## src/rtl/xres_reset_sequencer_if.sv

```systemverilog
// Signal bundle between the external-reset sequencer and its environment:
// pad level, software request and seen-clear in; staged resets and status out.
interface xres_reset_sequencer_if #(
    parameter int NUM_STAGES = 3
);
    logic                  xres_h_n_i;
    logic                  sw_rst_req;
    logic                  xres_seen_clr;
    logic [NUM_STAGES-1:0] stage_rst_n;
    logic                  seq_busy;
    logic                  xres_seen;
    logic                  xres_filt;
    logic [7:0]            glitch_cnt;

    modport master (
        output xres_h_n_i,
        output sw_rst_req,
        output xres_seen_clr,
        input  stage_rst_n,
        input  seq_busy,
        input  xres_seen,
        input  xres_filt,
        input  glitch_cnt
    );

    modport slave (
        input  xres_h_n_i,
        input  sw_rst_req,
        input  xres_seen_clr,
        output stage_rst_n,
        output seq_busy,
        output xres_seen,
        output xres_filt,
        output glitch_cnt
    );
endinterface

```

## src/rtl/xres_reset_sequencer.sv

```systemverilog
// External reset pin synchronizer/debouncer with ordered multi-domain reset release.
// Optional rejected-glitch counter: define XRES_RESET_SEQUENCER_GLITCH_CNT_EN.
module xres_reset_sequencer #(
    parameter int NUM_STAGES      = 3,
    parameter int DEBOUNCE_CYCLES = 4,
    parameter int HOLD_CYCLES     = 16,
    parameter int STAGE_GAP       = 8
) (
    input  logic                 clk,
    input  logic                 resetb,
    xres_reset_sequencer_if.slave bus
);

    localparam int DB_W    = $clog2(DEBOUNCE_CYCLES) + 1;
    localparam int HOLD_W  = $clog2(HOLD_CYCLES) + 1;
    localparam int GAP_MAX = NUM_STAGES * STAGE_GAP;
    localparam int GAP_W   = $clog2(GAP_MAX) + 1;

    localparam logic [DB_W-1:0]   DB_LAST   = DB_W'(DEBOUNCE_CYCLES - 1);
    localparam logic [HOLD_W-1:0] HOLD_LAST = HOLD_W'(HOLD_CYCLES - 1);
    localparam logic [GAP_W-1:0]  GAP_LAST  = GAP_W'(GAP_MAX - 1);

    typedef enum logic [1:0] {
        ST_ASSERT   = 2'd0,
        ST_WAIT_REL = 2'd1,
        ST_RELEASE  = 2'd2,
        ST_RUN      = 2'd3
    } state_t;

    function automatic logic [DB_W-1:0] db_inc(input logic [DB_W-1:0] v);
        return (v == DB_LAST) ? v : v + DB_W'(1);
    endfunction

    function automatic logic [HOLD_W-1:0] hold_inc(input logic [HOLD_W-1:0] v);
        return (v == HOLD_LAST) ? v : v + HOLD_W'(1);
    endfunction

    function automatic logic [GAP_W-1:0] gap_inc(input logic [GAP_W-1:0] v);
        return (v == GAP_LAST) ? v : v + GAP_W'(1);
    endfunction

    logic sync_a;
    logic sync_s;

    always_ff @(posedge clk or negedge resetb) begin
        if (!resetb) begin
            sync_a <= 1'b0;
            sync_s <= 1'b0;
        end else begin
            sync_a <= bus.xres_h_n_i;
            sync_s <= sync_a;
        end
    end

    logic            filt;
    logic [DB_W-1:0] db_cnt;
    logic            differ;
    logic            filt_flip;
    logic            filt_fall;

    assign differ    = (sync_s != filt);
    assign filt_flip = differ && (db_cnt == DB_LAST);
    assign filt_fall = filt_flip && filt;

    always_ff @(posedge clk or negedge resetb) begin
        if (!resetb) begin
            filt   <= 1'b0;
            db_cnt <= '0;
        end else if (filt_flip) begin
            filt   <= sync_s;
            db_cnt <= '0;
        end else if (differ) begin
            db_cnt <= db_inc(db_cnt);
        end else begin
            db_cnt <= '0;
        end
    end

    state_t                state;
    state_t                state_nxt;
    logic [HOLD_W-1:0]     hold_cnt;
    logic [HOLD_W-1:0]     hold_nxt;
    logic [GAP_W-1:0]      gap_cnt;
    logic [GAP_W-1:0]      gap_nxt;
    logic [NUM_STAGES-1:0] stage_q;
    logic [NUM_STAGES-1:0] stage_nxt;
    logic                  first_done;
    logic                  first_nxt;
    logic                  seen;
    logic                  seen_nxt;
    logic                  pu_low;
    logic                  abort;

    always_ff @(posedge clk or negedge resetb) begin
        if (!resetb) begin
            state      <= ST_ASSERT;
            hold_cnt   <= '0;
            gap_cnt    <= '0;
            stage_q    <= '0;
            first_done <= 1'b0;
            seen       <= 1'b0;
        end else begin
            state      <= state_nxt;
            hold_cnt   <= hold_nxt;
            gap_cnt    <= gap_nxt;
            stage_q    <= stage_nxt;
            first_done <= first_nxt;
            seen       <= seen_nxt;
        end
    end

    // Counters are zero outside their own state, so every entry starts from a clean count.
    always_comb begin
        state_nxt = state;
        hold_nxt  = '0;
        gap_nxt   = '0;
        stage_nxt = stage_q;
        first_nxt = first_done;
        pu_low    = 1'b0;
        abort     = bus.sw_rst_req || !filt;

        case (state)
            ST_ASSERT: begin
                stage_nxt = '0;
                hold_nxt  = hold_inc(hold_cnt);
                if (hold_cnt == HOLD_LAST) begin
                    state_nxt = ST_WAIT_REL;
                    hold_nxt  = '0;
                    first_nxt = 1'b1;
                    pu_low    = !first_done && !filt;
                end
            end
            // A low pad simply keeps us waiting here; only software restarts the hold.
            ST_WAIT_REL: begin
                stage_nxt = '0;
                if (bus.sw_rst_req) begin
                    state_nxt = ST_ASSERT;
                end else if (filt) begin
                    state_nxt = ST_RELEASE;
                end
            end
            ST_RELEASE: begin
                if (abort) begin
                    state_nxt = ST_ASSERT;
                    stage_nxt = '0;
                end else begin
                    gap_nxt = gap_inc(gap_cnt);
                    for (int k = 0; k < NUM_STAGES; k++) begin
                        if (gap_cnt == GAP_W'((k + 1) * STAGE_GAP - 1)) begin
                            stage_nxt[k] = 1'b1;
                        end
                    end
                    if (gap_cnt == GAP_LAST) begin
                        state_nxt = ST_RUN;
                    end
                end
            end
            ST_RUN: begin
                stage_nxt = '1;
                if (abort) begin
                    state_nxt = ST_ASSERT;
                    stage_nxt = '0;
                end
            end
            default: begin
                state_nxt = ST_ASSERT;
                stage_nxt = '0;
            end
        endcase

        seen_nxt = seen;
        if (bus.xres_seen_clr) begin
            seen_nxt = 1'b0;
        end
        if (filt_fall || pu_low) begin
            seen_nxt = 1'b1;
        end
    end

    assign bus.stage_rst_n = stage_q;
    assign bus.seq_busy    = (state != ST_RUN);
    assign bus.xres_seen   = seen;
    assign bus.xres_filt   = filt;

`ifdef XRES_RESET_SEQUENCER_GLITCH_CNT_EN
    logic [7:0] glitch_q;

    // A pulse is rejected when s falls back to filt before the debounce completes.
    always_ff @(posedge clk or negedge resetb) begin
        if (!resetb) begin
            glitch_q <= 8'h00;
        end else if (!differ && (db_cnt != '0) && (glitch_q != 8'hFF)) begin
            glitch_q <= glitch_q + 8'd1;
        end
    end

    assign bus.glitch_cnt = glitch_q;
`else
    assign bus.glitch_cnt = 8'h00;
`endif

    always @(posedge clk) begin
        if (resetb) begin
            assert (state != ST_RUN || stage_q == '1);
            assert (!(state == ST_ASSERT || state == ST_WAIT_REL) || stage_q == '0);
            for (int k = 1; k < NUM_STAGES; k++) begin
                assert (!stage_q[k] || stage_q[k-1]);
            end
        end
    end

endmodule

```

## src/flat_wrapper.sv

```systemverilog
// flat-port wrapper written by rule: the top's interface ports become plain ports
module xres_reset_sequencer_flat 
#(
    parameter int NUM_STAGES      = 3,
    parameter int DEBOUNCE_CYCLES = 4,
    parameter int HOLD_CYCLES     = 16,
    parameter int STAGE_GAP       = 8
)
  (clk, resetb, bus_xres_h_n_i, bus_sw_rst_req, bus_xres_seen_clr, bus_stage_rst_n, bus_seq_busy, bus_xres_seen, bus_xres_filt, bus_glitch_cnt);
  xres_reset_sequencer_if #(.NUM_STAGES(NUM_STAGES)) bus_i ();
  input  logic clk;
  input  logic resetb;
  input wire logic [$bits(bus_i.xres_h_n_i)-1:0] bus_xres_h_n_i;
  input wire logic [$bits(bus_i.sw_rst_req)-1:0] bus_sw_rst_req;
  input wire logic [$bits(bus_i.xres_seen_clr)-1:0] bus_xres_seen_clr;
  output wire logic [$bits(bus_i.stage_rst_n)-1:0] bus_stage_rst_n;
  output wire logic [$bits(bus_i.seq_busy)-1:0] bus_seq_busy;
  output wire logic [$bits(bus_i.xres_seen)-1:0] bus_xres_seen;
  output wire logic [$bits(bus_i.xres_filt)-1:0] bus_xres_filt;
  output wire logic [$bits(bus_i.glitch_cnt)-1:0] bus_glitch_cnt;
  assign bus_i.xres_h_n_i = bus_xres_h_n_i;
  assign bus_i.sw_rst_req = bus_sw_rst_req;
  assign bus_i.xres_seen_clr = bus_xres_seen_clr;
  assign bus_stage_rst_n = bus_i.stage_rst_n;
  assign bus_seq_busy = bus_i.seq_busy;
  assign bus_xres_seen = bus_i.xres_seen;
  assign bus_xres_filt = bus_i.xres_filt;
  assign bus_glitch_cnt = bus_i.glitch_cnt;
  xres_reset_sequencer #(.NUM_STAGES(NUM_STAGES), .DEBOUNCE_CYCLES(DEBOUNCE_CYCLES), .HOLD_CYCLES(HOLD_CYCLES), .STAGE_GAP(STAGE_GAP)) u_core (.clk(clk), .resetb(resetb), .bus(bus_i));
endmodule
```

## config.mk

```make
export PLATFORM = sky130hd
export DESIGN_NAME = xres_reset_sequencer_flat
export DESIGN_NICKNAME = d
export VERILOG_FILES = /design/src/rtl/xres_reset_sequencer_if.sv /design/src/rtl/xres_reset_sequencer.sv /design/src/flat_wrapper.sv
export SDC_FILE = /design/constraint.sdc
export NUM_CORES = 1
export LEC_CHECK = 0
export BUFFER_PORTS_ARGS = -buffer_cell sky130_fd_sc_hd__buf_2
export CAP_MARGIN = 20
export CORE_AREA = 2 2 55 57
export CTS_CLUSTER_DIAMETER = 30
export DETAILED_ROUTE_END_ITERATION = 10
export DIE_AREA = 0 0 57 59
export PLACE_DENSITY = 0.64
export SYNTH_ARGS = -nofsm -noshare
export SYNTH_HDL_FRONTEND = slang
export SYNTH_SLANG_ARGS = --single-unit
```

## constraint.sdc

```tcl
create_clock -name clk -period 2.1 [get_ports clk]
set_input_delay 0.525 -clock clk [delete_from_list [all_inputs] [get_ports clk]]
set_output_delay 0.525 -clock clk [all_outputs]
set_load 0.005 [all_outputs]
```

# After elaboration in Yosys (flattened, before gate mapping)
# Index checks and enable logic that the tools add are counted.
[word_totals]
rom_bits = 0
input_bits = 5
memories = 0
latch_bits = 0
ramBits = 0
regBits = 24
[op_classes]
n_mul = 0
order_cmp = 0
n_div = 0
mux = 25
eq_ne = 18
n_bitwise = 0
add_sub_neg = 3
n_shift = 0
n_reduce_logical = 12
[ops]
columns = ["operator", "n"]
rows = [
  ["6-bit two-way mux", 3],
  ["3-bit two-way mux", 5],
  ["2-bit two-way mux", 6],
  ["5-bit two-way mux", 2],
  ["3-bit by 1-bit != test with 1-bit output, second input constant", 3],
  ["3-bit case mux with 3 select lines", 1],
  ["2-bit case mux with 4 select lines", 1],
  ["1-bit two-way mux", 7],
  ["6-bit by 1-bit adder with 6-bit output, second input constant", 1],
  ["6-bit by 3-bit equality test with 1-bit output, second input constant", 1],
  ["6-bit by 4-bit equality test with 1-bit output, second input constant", 1],
  ["6-bit by 5-bit equality test with 1-bit output, second input constant", 1],
  ["3-bit by 2-bit != test with 1-bit output, second input constant", 2],
  ["5-bit by 1-bit adder with 5-bit output, second input constant", 1],
  ["5-bit by 4-bit equality test with 1-bit output, second input constant", 1],
  ["2-bit equality test, second input constant", 2],
  ["2-bit by 1-bit != test with 1-bit output, second input constant", 2],
  ["4-bit AND reduction", 1],
  ["3-bit by 1-bit adder with 3-bit output, second input constant", 1],
  ["3-bit by 2-bit equality test with 1-bit output, second input constant", 1],
  ["1-bit logical AND", 3],
  ["3-bit != test, second input constant", 1],
  ["2-bit by 1-bit equality test with 1-bit output, second input constant", 1],
  ["1-bit zero test", 2],
  ["other kinds (7)", 8],
]

# Longest topological paths before layout
# Gate-level depths: netlist of run 1.
[logic_depth]
word_depth = 6
depth_mapped = 4
mapped_depth_nobuf = 4

# Least setup slack after synthesis of run 1
# OpenSTA, ideal clock, no wires.
[synth_timing]
kind = "reg2reg"
from = "register u_core.hold_cnt[0]"
to = "register u_core.seen, in the netlist u_core.bus.xres_seen"
period_less_slack_ns = 1.347
arrival_time_ns = 1.246
path_slack_ns = 0.753
path_stages_with_launch = 5
path_cell_list = "dfrtp_1 ha_1 nand3_1 or4_4 o311ai_2"
[synth_via]
elab_chain_cells = 5
elab_cells_between_ends = 6
cone_classes = "eq/ne: 1; mux: 3; reduce/logical: 2"
[synth_rtl]
columns = ["element", "line", "source"]
rows = [
  ["from (decl)", "xres_reset_sequencer.sv:81", "logic [HOLD_W-1:0] hold_cnt;"],
  ["from (signal assigned)", "xres_reset_sequencer.sv:104", "hold_cnt <= hold_nxt;"],
  ["5-bit by 4-bit equality test with 1-bit output *", "xres_reset_sequencer.sv:126", "if (hold_cnt == HOLD_LAST) begin"],
  ["1-bit two-way mux *", "xres_reset_sequencer.sv:126", ""],
  ["1-bit two-way mux *", "xres_reset_sequencer.sv:122", "case (state)"],
  ["1-bit logical OR *", "xres_reset_sequencer.sv:175", "if (filt_fall || pu_low) begin"],
  ["1-bit two-way mux or 2-bit nonzero test (tied branches)", "--", ""],
  ["to (signal assigned)", "xres_reset_sequencer.sv:108", "seen <= seen_nxt;"],
  ["to (decl)", "xres_reset_sequencer.sv:89", "logic seen;"],
]
# Mark *: on every way between the ends. The rest lies on a longest branch, timed or not.
# A chain may end at the register's enable or synchronous reset.

# Worst setup path after layout of run 1
[layout_timing]
from = "register u_core.state[0]"
to = "output port bus_seq_busy"
[layout_via]
elab_chain_cells = 1
[layout_rtl]
columns = ["element", "line", "source"]
rows = [
  ["from (decl)", "xres_reset_sequencer.sv:79", "state_t state;"],
  ["from (signal assigned)", "xres_reset_sequencer.sv:103", "state <= state_nxt;"],
  ["2-bit != test", "xres_reset_sequencer.sv:181", "assign bus.seq_busy = (state != ST_RUN);"],
  ["to (decl)", "flat_wrapper.sv:17", "output wire logic [$bits(bus_i.seq_busy)-1:0] bus_seq_busy;"],
]
# Every way passes these cells.

==> reports/metrics.json, run 1 <==
{
  "critical_path.slowest_cell": "sky130_fd_sc_hd__dfrtp_1",
  "die_area_sq_um": 3360,
  "rsz0062_at_grt": "false",
  "totalWireLength_um": 1830,
  "placedCellCount": 140,
  "largest_net_degree_at_the_start_of_global_routing": 25,
  "drive_above_1_share_pct": 16.8,
  "post-synth-top-area-fraction_pct": 53.9,
  "fmax_mhz": 639,
  "worstPathRequired_ns": 1.57,
  "design.portCount": 19,
  "layout.nets": 123,
  "synth-warning-count": 0,
  "cts_root_buffer": "sky130_fd_sc_hd__clkbuf_4",
  "cts_setup_buffers": 0,
  "synthesis.instances": 101,
  "power.leakage_nw": 0.549,
  "tritoncts": "yes",
  "outcome": "completed",
  "timing.final.max_slew_violations": 0,
  "grt_use_total_pct": 12.3,
  "floorplan.die.height_um": 59,
  "cts_inserted_buffers": 3,
  "maximum_root_to_sink_buffer_count": 2,
  "average_footprint_of_a_synthesized_cell_sq_um": 11.0,
  "synth_cell_types": 33,
  "crit_path_cell_trace": "nand2_1, buf_2",
  "ant_diodes": 0,
  "cts_sinks": 24,
  "ant_nets_after_route": 0,
  "gp_routability_congestion": 0.720,
  "via_count": 723,
  "worst_ep_arrival_time_ns": 1.04,
  "area_delta_synth_final_pct": 7.18,
  "synth_seq_area_share_pct": 53.9,
  "pwr_density_cell_nw_per_um2": 934,
  "routedWlPerCell_um": 12.7,
  "iter_0_drt_violations": 9,
  "wire_length_of_the_first_global_routing_pass_um": 3190,
  "critPathMaxFanout": 10,
  "cts.repair.resized": 0,
  "first_global_vias": 743,
  "final-hold-violation-count": 0,
  "ctsHoldBuffers": 0,
  "final-setup-viol-count": 0,
  "floorplan.rows": 19,
  "endpoint_kind": "output pin",
  "drc_errors": 0,
  "ctsHtreeMaxLevel": 1,
  "netlist_top_cells_area": "sky130_fd_sc_hd__dfrtp_1, sky130_fd_sc_hd__buf_4, sky130_fd_sc_hd__ha_1",
  "place.port_buffers": 10,
  "startpoint_type": "flip-flop",
  "period_needed_ns": 1.57,
  "start_util_pct": 41.1,
  "critPathMaxStageDelay_ns": 0.52,
  "setup_slack_ns": 0.535,
  "hold_class": "in2async",
  "grt_antenna_before_repair": 0,
  "viasPerCell": 5.02,
  "ys_ff_latch": 24,
  "final.setup_skew_ns": 0.00280,
  "fillers": 267,
  "clock_latency_ns": 0.31,
  "hpwlAfterDp_um": 1380,
  "stdcell_count": 144,
  "max_cap_viol_count": 0,
  "global_route.overflow_total": 0,
  "pre_cts_slack_ns": 0.621,
  "power.ir.vdd_worst_mv": 0.445,
  "clkTransAtPathRegs_ns": 0.12,
  "slew_headroom_pct": 65.8,
  "core_footprint_sq_um": 2710,
  "depth_of_the_worst_register_to_register_path": 4,
  "synth_top_area_cell": "sky130_fd_sc_hd__dfrtp_1",
  "period_share_pct": 74.5,
  "floorplan.die.width_um": 57,
  "final.setup.tns_ns": 0,
  "worst-r2r-setup-slack_ns": 0.63,
  "drt_first_pass_iters": 4,
  "critical_path_class": "reg2out",
  "netlist_area_sq_um": 1110,
  "max_slew.worst_pin.slew_ns": 0.512
}
==> worst paths after layout <==
check	start	end
max	u_core.state[0]$_DFFE_PN0P_	bus_seq_busy
min	resetb	u_core.bus.xres_seen$_DFFE_PN0P_
max reg2reg	u_core.hold_cnt[0]$_DFF_PN0_	u_core.bus.xres_seen$_DFFE_PN0P_
min reg2reg	u_core.sync_a$_DFF_PN0_	u_core.sync_s$_DFF_PN0_
max in group asynchronous	resetb	u_core.gap_cnt[2]$_DFFE_PN0P_
min in group clk	bus_xres_h_n_i	u_core.sync_a$_DFF_PN0_
==> worst max-delay path, delay by kind of cell, from the launching register on <==
kind	cells	cell delay, ns
flip-flops	1	0.52
buffers and inverters	1	0.13
AND/OR/NAND/NOR	1	0.08
==> per-stage QoR <==
stage / hold slack (ns) / cell area, sq um / power, W / utilization, %
CTS: 0.179 / 1190 / 0.00114 / 44.1
global placement: 0.335 / 1160 / 0.000877 / 42.8
floorplan: 0.229 / 1140 / 0.000837 / -
finish: 0.164 / 1190 / 0.00112 / 44.1
detailed placement: 0.338 / 1160 / 0.000894 / 42.8
global route: 0.187 / 1190 / 0.00121 / 44.1
==> flip-flops by register name (all words and copies together) (netlist names) <==
register / count
u_core.bus.stage_rst_n: 3
u_core.state: 2
u_core.hold_cnt: 5
u_core.first_done: 1
u_core.sync_a: 1
u_core.bus.xres_seen: 1
u_core.bus.xres_filt: 1
u_core.sync_s: 1
u_core.gap_cnt: 6
u_core.db_cnt: 3
==> cell usage after synthesis <==
master,number
sky130_fd_sc_hd__nand2b_1,3
sky130_fd_sc_hd__nand2_1,3
sky130_fd_sc_hd__o311ai_2,1
sky130_fd_sc_hd__o21ai_0,4
sky130_fd_sc_hd__conb_1,1
sky130_fd_sc_hd__nand3_1,5
sky130_fd_sc_hd__or4b_2,1
sky130_fd_sc_hd__and3b_1,1
sky130_fd_sc_hd__and3_1,2
sky130_fd_sc_hd__nor3_1,3
sky130_fd_sc_hd__or2_1,1
sky130_fd_sc_hd__and4bb_2,1
sky130_fd_sc_hd__or3_1,2
sky130_fd_sc_hd__a311oi_1,1
sky130_fd_sc_hd__xnor2_1,2
sky130_fd_sc_hd__and2_1,1
sky130_fd_sc_hd__o211ai_1,1
sky130_fd_sc_hd__nor2b_1,1
sky130_fd_sc_hd__a21boi_0,1
sky130_fd_sc_hd__buf_4,8
sky130_fd_sc_hd__mux2_2,1
sky130_fd_sc_hd__or2b_1,1
sky130_fd_sc_hd__xor2_1,3
sky130_fd_sc_hd__dfrtp_1,24
sky130_fd_sc_hd__a21oi_1,5
sky130_fd_sc_hd__a31oi_1,1
sky130_fd_sc_hd__or4_4,1
sky130_fd_sc_hd__inv_1,4
sky130_fd_sc_hd__nor3b_1,1
sky130_fd_sc_hd__buf_6,1
sky130_fd_sc_hd__ha_1,4
sky130_fd_sc_hd__nor2_1,9
sky130_fd_sc_hd__nand3b_1,3
==> per-layer routing <==
layer,share of wire [%],up-vias,GRT usage (%)
met5,0,-,0
met1,48,349,15.4
met3,3.9,4,2.62
met2,46,16,20.5
met4,1.7,0,5.98
li1,-,354,-
==> logic make-up (layout without fill, tap and decap cells) <==
family                     count (synthesis)  in the layout  synth area share [%]
muxes                                      1              1                  1.01
other                                      1              8                 0.336
buffers and inverters                     13             18                  7.74
xor gates and xnor gates                   5              5                  3.93
AOI/OAI and AO/OA                         14             14                  8.19
DFF                                       24             24                  53.9
adders and majority gates                  4              4                  4.49
and+or+nand+nor                           39             39                  20.4
==> area by class of cell <==
type,count,area (sq um),share of cell area (%)
Sequential cell,24,601,50.3
Multi-Input combinational cell,71,454,38.0
Timing Repair Buffer,10,50.0,4.19
Tap cell,31,38.8,3.25
Clock buffer,4,36.3,3.04
Inverter,4,15.0,1.26
==> placed cells by master (no fill, tap or decap), drive strengths merged, types with 2 or more instances in the layout <==
master   n
dfrtp   24
buf     10
nor2     9
conb     8
nand3    5
a21oi    5
o21ai    4
inv      4
ha       4
clkbuf   4
nand2    3
nor3     3
xor2     3
nand3b   3
nand2b   3
xnor2    2
and3     2
or3      2
==> where the power goes <==
group | leakage (nW) | switching [W] | internal, W
Combinational | 0.214 | 0.000119 | 0.000124
Sequential | 0.315 | 0.0000824 | 0.000555
Clock | 0.0210 | 0.000131 | 0.000106
Total | 0.549 | 0.000332 | 0.000784
Note: power is estimated with default switching activity, not from simulation.
==> run 2, diff against run 1 <==
Settings changed: ABC_AREA from default to 1, CORE_AREA 2 2 55 57 to 2 2 56 58, DIE_AREA 0 0 57 59 to 0 0 58 60, PLACE_DENSITY 0.64 to 0.63.
Clock period 2.1 ns to 1.5 ns, I/O delays scaled along.
==> reports/metrics.json, run 2 <==
{
  "viasPerCell": {"value": 4.82, "change": "was 5.02"},
  "clkTransAtPathRegs": {"value": 0.13, "unit": "ns", "change": "was 0.12 ns"},
  "layout.cells.most_common": {"value": "sky130_fd_sc_hd__dfrtp_1", "change": "unchanged"},
  "die_area": {"value": 3480, "unit": "sq um", "change": "was 3360 sq um"},
  "maximum_root_to_sink_buffer_count": {"value": 2, "change": "unchanged"},
  "post-synth-top-area-fraction": {"value": 51.8, "unit": "%", "change": "was 53.9%"},
  "average_footprint_of_a_synthesized_cell": {"value": 9.20, "unit": "sq um", "change": "was 11.0 sq um"},
  "cts_setup_buffers": {"value": 0, "change": "unchanged"},
  "iter_0_drt_violations": {"value": 23, "change": "was 9"},
  "cts.repair.resized": {"value": 0, "change": "unchanged"},
  "ctsHoldBuffers": {"value": 0, "change": "unchanged"},
  "drt_first_pass_iters": {"value": 4, "change": "unchanged"},
  "worst_ep_arrival_time": {"value": 1.02, "unit": "ns", "change": "was 1.04 ns"},
  "synth_seq_area_share": {"value": 51.8, "unit": "%", "change": "was 53.9%"},
  "synth.cells.most_frequent": {"value": "sky130_fd_sc_hd__dfrtp_1, sky130_fd_sc_hd__inv_1, sky130_fd_sc_hd__nand2_1, sky130_fd_sc_hd__nor2_1, sky130_fd_sc_hd__buf_4", "change": "was sky130_fd_sc_hd__dfrtp_1, sky130_fd_sc_hd__nor2_1, sky130_fd_sc_hd__buf_4, sky130_fd_sc_hd__a21oi_1, sky130_fd_sc_hd__nand3_1"},
  "final.setup.tns": {"value": 0, "unit": "ns", "change": "unchanged"},
  "regMostFlops": {"value": "u_core.gap_cnt", "change": "unchanged"},
  "power.leakage": {"value": 0.607, "unit": "nW", "change": "was 0.549 nW"},
  "cts_root_buffer": {"value": "sky130_fd_sc_hd__clkbuf_4", "change": "unchanged"},
  "tritoncts": {"value": "yes", "change": "unchanged"},
  "hold_class": {"value": "in2async", "change": "unchanged"},
  "gp_routability_congestion": {"value": 0.740, "change": "was 0.720"},
  "clock_latency": {"value": 0.32, "unit": "ns", "change": "was 0.31 ns"},
  "ant_diodes": {"value": 0, "change": "unchanged"},
  "synth-warning-count": {"value": 0, "change": "unchanged"},
  "netlist_area": {"value": 1160, "unit": "sq um", "change": "was 1110 sq um"},
  "final-hold-violation-count": {"value": 0, "change": "unchanged"},
  "global_route.overflow_total": {"value": 0, "change": "unchanged"},
  "postLayoutCoreUtil": {"value": 43.0, "unit": "%", "change": "was 44.1%"},
  "core_footprint": {"value": 2900, "unit": "sq um", "change": "was 2710 sq um"},
  "crit-reg2reg-launch": {"value": "u_core.gap_cnt[0]$_DFFE_PN0P_", "change": "was u_core.hold_cnt[0]$_DFF_PN0_"},
  "outcome": {"value": "completed", "change": "unchanged"},
  "yosys.cell_count.top_type": {"value": "sky130_fd_sc_hd__dfrtp_1", "change": "unchanged"},
  "grt_antenna_before_repair": {"value": 0, "change": "unchanged"},
  "floorplan.die.width": {"value": 58, "unit": "um", "change": "was 57 um"},
  "setup_slack": {"value": 0.109, "unit": "ns", "change": "was 0.535 ns"},
  "critPathMaxFanout": {"value": 6, "change": "was 10"},
  "startpoint_type": {"value": "flip-flop", "change": "unchanged"},
  "totalWireLength": {"value": 1880, "unit": "um", "change": "was 1830 um"},
  "depth_of_the_worst_register_to_register_path": {"value": 8, "change": "was 4"},
  "p_clk_share": {"value": 20.3, "unit": "%", "change": "was 21.2%"},
  "share_seq_of_total_power": {"value": 53.2, "unit": "%", "change": "was 57.1%"},
  "period_needed_ns": 1.39,
  "floorplan.die.height": {"value": 60, "unit": "um", "change": "was 59 um"},
  "switching_share": {"value": 34.4, "unit": "%", "change": "was 29.7%"},
  "fillers": {"value": 284, "change": "was 267"},
  "max_slew.worst_pin.slew": {"value": 0.529, "unit": "ns", "change": "was 0.512 ns"},
  "fmax_mhz": 719,
  "pwr-share-comb": {"value": 26.5, "unit": "%", "change": "was 21.7%"},
  "routedWlPerCell": {"value": 11.0, "unit": "um", "change": "was 12.7 um"},
  "p_int": {"value": 0.00110, "unit": "W", "change": "was 0.000784 W"},
  "startpoint": {"value": "u_core.state[0]$_DFFE_PN0P_", "change": "unchanged"},
  "drc_errors": {"value": 0, "change": "unchanged"},
  "ys_ff_latch": {"value": 24, "change": "unchanged"},
  "area_delta_synth_final": {"value": 7.78, "unit": "%", "change": "was 7.18%"},
  "wire_length_of_the_first_global_routing_pass": {"value": 3430, "unit": "um", "change": "was 3190 um"},
  "yosys-mux-area-fraction": {"value": 0.972, "unit": "%", "change": "was 1.01%"},
  "synth_cell_types": {"value": 24, "change": "was 33"},
  "combinational_family_with_the_most_area_after_synthesis": {"value": "simple AND/OR/NAND/NOR gates", "change": "unchanged"},
  "placedCellCount": {"value": 167, "change": "was 140"},
  "pwr_density_cell": {"value": 1340, "unit": "nW/um^2", "change": "was 934 nW/um^2"},
  "synth_simple_gate_area_share": {"value": 24.0, "unit": "%", "change": "was 20.4%"},
  "period_share_pct": 92.7,
  "worstPathRequired": {"value": 1.12, "unit": "ns", "change": "was 1.57 ns"},
  "final-setup-viol-count": {"value": 0, "change": "unchanged"},
  "place.port_buffers": {"value": 10, "change": "unchanged"},
  "synthesis.instances": {"value": 126, "change": "was 101"},
  "synth_fa_ha_area_share": {"value": 4.32, "unit": "%", "change": "was 4.49%"},
  "timing.final.max_slew_violations": {"value": 0, "change": "unchanged"},
  "hpwlAfterDp": {"value": 1440, "unit": "um", "change": "was 1380 um"},
  "ant_nets_after_route": {"value": 0, "change": "unchanged"},
  "ctsHtreeMaxLevel": {"value": 1, "change": "unchanged"},
  "reg_top3": {"value": "u_core.gap_cnt (6), u_core.hold_cnt (5)", "change": "unchanged"},
  "floorplan.rows": {"value": 20, "change": "was 19"},
  "asyncSetResetFlopFracSynth": {"value": 100, "unit": "%", "change": "unchanged"},
  "xor_xnor_share_of_the_synthesized_area": {"value": 1.51, "unit": "%", "change": "was 3.93%"},
  "stdcell_count": {"value": 171, "change": "was 144"},
  "endpoint_kind": {"value": "output pin", "change": "unchanged"},
  "largest_register_ff_count": {"value": 6, "change": "unchanged"},
  "netlist_top_cells_area": {"value": "sky130_fd_sc_hd__dfrtp_1, sky130_fd_sc_hd__buf_4, sky130_fd_sc_hd__inv_1", "change": "was sky130_fd_sc_hd__dfrtp_1, sky130_fd_sc_hd__buf_4, sky130_fd_sc_hd__ha_1"},
  "cts_inserted_buffers": {"value": 3, "change": "unchanged"},
  "grt_use_total": {"value": 13.1, "unit": "%", "change": "was 12.3%"},
  "start_util": {"value": 39.9, "unit": "%", "change": "was 41.1%"},
  "drive_above_1_share": {"value": 18.8, "unit": "%", "change": "was 16.8%"},
  "synth_top_area_cell": {"value": "sky130_fd_sc_hd__dfrtp_1", "change": "unchanged"},
  "first_global_vias": {"value": 840, "change": "was 743"},
  "max_cap_viol_count": {"value": 0, "change": "unchanged"},
  "main_flop_type_after_synthesis": {"value": "sky130_fd_sc_hd__dfrtp_1", "change": "unchanged"},
  "via_count": {"value": 825, "change": "was 723"},
  "final_cell_mix": {"value": "sky130_fd_sc_hd__dfrtp_1, sky130_fd_sc_hd__inv_1, sky130_fd_sc_hd__nand2_1, sky130_fd_sc_hd__nor2_1, sky130_fd_sc_hd__buf_2", "change": "was sky130_fd_sc_hd__dfrtp_1, sky130_fd_sc_hd__buf_2, sky130_fd_sc_hd__nor2_1, sky130_fd_sc_hd__conb_1"},
  "power.ir.vdd_worst": {"value": 0.575, "unit": "mV", "change": "was 0.445 mV"},
  "cts_sinks": {"value": 24, "change": "unchanged"},
  "largest_net_degree_at_the_start_of_global_routing": {"value": 25, "change": "unchanged"},
  "design.portCount": {"value": 19, "change": "unchanged"},
  "power.net_switching": {"value": 0.000574, "unit": "W", "change": "was 0.000332 W"},
  "synth_edf_count": {"value": 0, "change": "unchanged"},
  "layout.nets": {"value": 148, "change": "was 123"},
  "slew_headroom": {"value": 64.7, "unit": "%", "change": "was 65.8%"},
  "pre_cts_slack": {"value": 0.204, "unit": "ns", "change": "was 0.621 ns"},
  "rsz0062_at_grt": {"value": "false", "change": "unchanged"},
  "critical_path_class": {"value": "reg2out", "change": "unchanged"},
  "synth_compound_gate_area_share": {"value": 6.05, "unit": "%", "change": "was 8.19%"},
  "final.setup_skew": {"value": 0.00247, "unit": "ns", "change": "was 0.00280 ns"}
}
## run 2: cell type report
class                           instances  area (sq um)  area share [%]
Sequential cell                        24           602            48.2
Tap cell                               33          41.3            3.31
Timing Repair Buffer                   10          50.0            4.01
Multi-Input combinational cell         84           459            36.8
Inverter                               16          60.1            4.81
Clock buffer                            4          36.3            2.91
## run 2: kinds of logic (layout without fill, tap and decap cells)
| logic type | Yosys count | in the layout |
|---|---|---|
| DFF | 24 | 24 |
| adders and majority gates | 4 | 4 |
| AOI/OAI and AO/OA | 13 | 13 |
| and+or+nand+nor | 56 | 56 |
| muxes | 1 | 1 |
| other | 1 | 8 |
| buffers and inverters | 25 | 30 |
| xor gates and xnor gates | 2 | 2 |
## run 2: metal layers
metal / routed length, um / share of wire (%) / vias to the layer above / GRT usage, %
met5: 0 / 0 / - / 0
met4: 44 / 2.3 / 0 / 6.98
met3: 100 / 5.3 / 5 / 2.38
met2: 882 / 47 / 18 / 22.4
met1: 858 / 46 / 386 / 15.7
li1: - / - / 416 / -
## run 2: power by group through the flow
stage	registers [W]	clock network, W	logic [W]
global route	0.000911	0.000370	0.000543
floorplan	0.000854	0	0.000393
finish	0.000889	0.000339	0.000442
detailed placement	0.000902	0	0.000443
CTS	0.000890	0.000358	0.000444
global placement	0.000893	0	0.000430
## run 2: final timing paths
| path | endpoint | slack [ns] |
|---|---|---|
| worst max-delay path | bus_seq_busy | 0.11 |
| worst min register to register | u_core.sync_s$_DFF_PN0_ | 0.36 |
| worst max register to register | u_core.state[1]$_DFFE_PN0P_ | 0.19 |
| min in group clk | u_core.sync_a$_DFF_PN0_ | 0.15 |
| worst min-delay path | u_core.hold_cnt[0]$_DFF_PN0_ | 0.01 |
| max in group asynchronous | u_core.state[1]$_DFFE_PN0P_ | 1.10 |
## run 2: worst max-delay path, stage by stage, from the launching register on
cell and delay, ns:
sky130_fd_sc_hd__dfrtp_1 0.46, sky130_fd_sc_hd__nand2_1 0.11, sky130_fd_sc_hd__buf_2 0.13
## run 2: through the flow
step	hold slack [ns]	instance area, sq um	total power (W)
finish	0.0146	1250	0.00167
global route	0.0606	1250	0.00182
CTS	0.0231	1240	0.00169
detailed placement	0.336	1210	0.00135
global placement	0.334	1210	0.00132
floorplan	0.0794	1180	0.00125
==> run 3, diff against run 2 <==
Settings changed: CAP_MARGIN 20 to default, PLACE_DENSITY 0.63 to 0.6.
==> reports/metrics.json, run 3 (synthesis results as in run 2) <==
{
  "outcome": {"value": "completed", "change": "unchanged"},
  "final-setup-viol-count": {"value": 0, "change": "unchanged"},
  "drive_above_1_share": {"value": 16.8, "unit": "%", "change": "was 18.8%"},
  "final_cell_mix": {"value": "sky130_fd_sc_hd__dfrtp_1, sky130_fd_sc_hd__inv_1, sky130_fd_sc_hd__nand2_1, sky130_fd_sc_hd__nor2_1, sky130_fd_sc_hd__buf_2", "change": "unchanged"},
  "startpoint_type": {"value": "flip-flop", "change": "unchanged"},
  "layout.nets": {"value": 148, "change": "unchanged"},
  "hpwlAfterDp": {"value": 1420, "unit": "um", "change": "was 1440 um"},
  "routedWlPerCell": {"value": 10.9, "unit": "um", "change": "was 11.0 um"},
  "regMostFlops": {"value": "u_core.gap_cnt", "change": "unchanged"},
  "critical_path_class": {"value": "reg2out", "change": "unchanged"},
  "detail_route.wirelength.met1": {"value": 858, "unit": "um", "change": "unchanged"},
  "grt_antenna_before_repair": {"value": 0, "change": "unchanged"},
  "grt_use_total": {"value": 12.0, "unit": "%", "change": "was 13.1%"},
  "place.port_buffers": {"value": 10, "change": "unchanged"},
  "ant_nets_after_route": {"value": 0, "change": "unchanged"},
  "hold_slack": {"value": 0.0264, "unit": "ns", "change": "was 0.0146 ns"},
  "timing.final.max_slew_violations": {"value": 0, "change": "unchanged"},
  "worst-r2r-setup-slack": {"value": 0.19, "unit": "ns", "change": "about the same"},
  "drc_errors": {"value": 0, "change": "unchanged"},
  "max_cap_viol_count": {"value": 0, "change": "unchanged"},
  "largest_register_ff_count": {"value": 6, "change": "unchanged"},
  "clkTransAtPathRegs": {"value": 0.12, "unit": "ns", "change": "was 0.13 ns"},
  "power.ir.vdd_worst": {"value": 0.935, "unit": "mV", "change": "was 0.575 mV"},
  "gp_routability_congestion": {"value": 0.746, "change": "was 0.740"},
  "via_count": {"value": 807, "change": "was 825"},
  "period_needed": {"value": 1.43, "unit": "ns", "change": "was 1.39 ns"},
  "final.setup_skew": {"value": 0.00929, "unit": "ns", "change": "was 0.00247 ns"},
  "slew_headroom": {"value": 64.8, "unit": "%", "change": "was 64.7%"},
  "iter_0_drt_violations": {"value": 15, "change": "was 23"},
  "cts_sinks": {"value": 24, "change": "unchanged"},
  "final.setup.tns": {"value": 0, "unit": "ns", "change": "unchanged"},
  "timing.critical_path.max_delay_family": {"value": "flip-flops", "change": "unchanged"},
  "crit_path_cell_trace": {"value": "nand2_1, buf_2", "change": "unchanged"},
  "core_footprint": {"value": 2900, "unit": "sq um", "change": "unchanged"},
  "clock_latency": {"value": 0.31, "unit": "ns", "change": "was 0.32 ns"},
  "ctsHtreeMaxLevel": {"value": 1, "change": "unchanged"},
  "area_delta_synth_final": {"value": 6.26, "unit": "%", "change": "was 7.78%"},
  "worstPathRequired": {"value": 1.12, "unit": "ns", "change": "about the same"},
  "ant_diodes": {"value": 0, "change": "unchanged"},
  "design.portCount": {"value": 19, "change": "unchanged"},
  "period_share": {"value": 95.0, "unit": "%", "change": "was 92.7%"},
  "uppermost_signal_routing_layer_after_detailed_routing": {"value": "met4", "change": "unchanged"},
  "cts_root_buffer": {"value": "sky130_fd_sc_hd__clkbuf_4", "change": "unchanged"},
  "reg_top3": {"value": "u_core.gap_cnt (6), u_core.hold_cnt (5)", "change": "unchanged"},
  "wire_length_of_the_first_global_routing_pass": {"value": 3170, "unit": "um", "change": "was 3430 um"},
  "cts_inserted_buffers": {"value": 3, "change": "unchanged"},
  "critPathMaxStageDelay": {"value": 0.49, "unit": "ns", "change": "was 0.46 ns"},
  "die_area": {"value": 3480, "unit": "sq um", "change": "unchanged"},
  "floorplan.die.width": {"value": 58, "unit": "um", "change": "unchanged"},
  "hold_class": {"value": "in2async", "change": "unchanged"},
  "cp_num_buf_inv": {"value": 1, "change": "unchanged"},
  "start_util": {"value": 39.9, "unit": "%", "change": "unchanged"},
  "cts_setup_buffers": {"value": 0, "change": "unchanged"},
  "met2_wirelength": {"value": 887, "unit": "um", "change": "was 882 um"},
  "maximum_root_to_sink_buffer_count": {"value": 2, "change": "unchanged"},
  "tritoncts": {"value": "yes", "change": "unchanged"},
  "crit-reg2reg-capture": {"value": "u_core.state[1]$_DFFE_PN0P_", "change": "unchanged"},
  "totalWireLength": {"value": 1860, "unit": "um", "change": "was 1880 um"},
  "first_global_vias": {"value": 747, "change": "was 840"},
  "floorplan.rows": {"value": 20, "change": "unchanged"},
  "timing.critical_path.depth": {"value": 2, "change": "unchanged"},
  "drt_first_pass_iters": {"value": 4, "change": "unchanged"},
  "worst_ep_arrival_time": {"value": 1.05, "unit": "ns", "change": "was 1.02 ns"},
  "endpoint_kind": {"value": "output pin", "change": "unchanged"},
  "ctsHoldBuffers": {"value": 0, "change": "unchanged"},
  "power.leakage": {"value": 0.601, "unit": "nW", "change": "was 0.607 nW"},
  "fmax": {"value": 702, "unit": "MHz", "change": "was 719 MHz"},
  "pwr_density_cell": {"value": 1300, "unit": "nW/um^2", "change": "was 1340 nW/um^2"},
  "global_route.overflow_total": {"value": 0, "change": "unchanged"},
  "cp-endpoint": {"value": "bus_seq_busy", "change": "unchanged"},
  "crit-reg2reg-launch": {"value": "u_core.gap_cnt[0]$_DFFE_PN0P_", "change": "unchanged"},
  "startpoint": {"value": "u_core.state[1]$_DFFE_PN0P_", "change": "was u_core.state[0]$_DFFE_PN0P_"},
  "met3RoutedLength": {"value": 99, "unit": "um", "change": "was 100 um"},
  "max_slew.worst_pin.slew": {"value": 0.528, "unit": "ns", "change": "was 0.529 ns"},
  "rsz0062_at_grt": {"value": "false", "change": "unchanged"},
  "critPathMaxFanout": {"value": 7, "change": "was 6"},
  "critical_path.slowest_cell": {"value": "sky130_fd_sc_hd__dfrtp_1", "change": "unchanged"},
  "layout.cells.most_common": {"value": "sky130_fd_sc_hd__dfrtp_1", "change": "unchanged"},
  "final-hold-violation-count": {"value": 0, "change": "unchanged"},
  "largest_net_degree_at_the_start_of_global_routing": {"value": 25, "change": "unchanged"},
  "viasPerCell": {"value": 4.75, "change": "was 4.82"},
  "depth_of_the_worst_register_to_register_path": {"value": 8, "change": "unchanged"},
  "floorplan.die.height": {"value": 60, "unit": "um", "change": "unchanged"},
  "cts.repair.resized": {"value": 0, "change": "unchanged"}
}
-- run 3: area by class of cell --
type	instances	area (sq um)
clock buffers	3	22.5
flip-flops and latches	24	601
multi-input cells	84	457
inverters	16	60.1
well taps	33	41.3
repair buffers	10	50.0
fillers	285	1670
-- run 3: metrics by stage --
stage	utilization, %	instance area [sq um]	instances	setup slack (ns)	total power (W)
finish	42.4	1230	170	0.0746	0.00160
global route	42.4	1230	170	0.000154	0.00174
CTS	42.4	1230	170	0.0727	0.00162
detailed placement	41.6	1210	167	0.181	0.00134
global placement	41.6	1210	167	0.212	0.00132
floorplan	-	1180	133	0.335	0.00125
-- run 3: where the power goes --
part	switching (W)	internal, W
Clock	0.000175	0.0000938
Sequential	0.000124	0.000765
Combinational	0.000263	0.000177
-- run 3: worst reg2reg max path: cells and delay by family (launching register included) --
kind | cells | cell delay (ns)
flip-flops | 1 | 0.41
adder cells (fa/ha/maj) | 1 | 0.19
AND/OR/NAND/NOR | 7 | 0.63
-- run 3: worst min-delay path by stage --
stage / endpoint / slack [ns] / depth (start not counted)
detailed placement: u_core.sync_s$_DFF_PN0_ / 0.34 / 0
global placement: u_core.sync_s$_DFF_PN0_ / 0.33 / 0
floorplan: u_core.bus.stage_rst_n[0]$_DFFE_PN0P_ / 0.08 / 0
global route: u_core.gap_cnt[0]$_DFFE_PN0P_ / 0.06 / 1
finish: u_core.gap_cnt[2]$_DFFE_PN0P_ / 0.03 / 1
CTS: u_core.gap_cnt[0]$_DFFE_PN0P_ / 0.03 / 1
-- run 3: per-layer routing --
metal	up-vias	track usage [%]
met4	0	1.99
li1	415	-
met5	-	0
met2	18	19.8
met3	2	4.76
met1	372	15.1
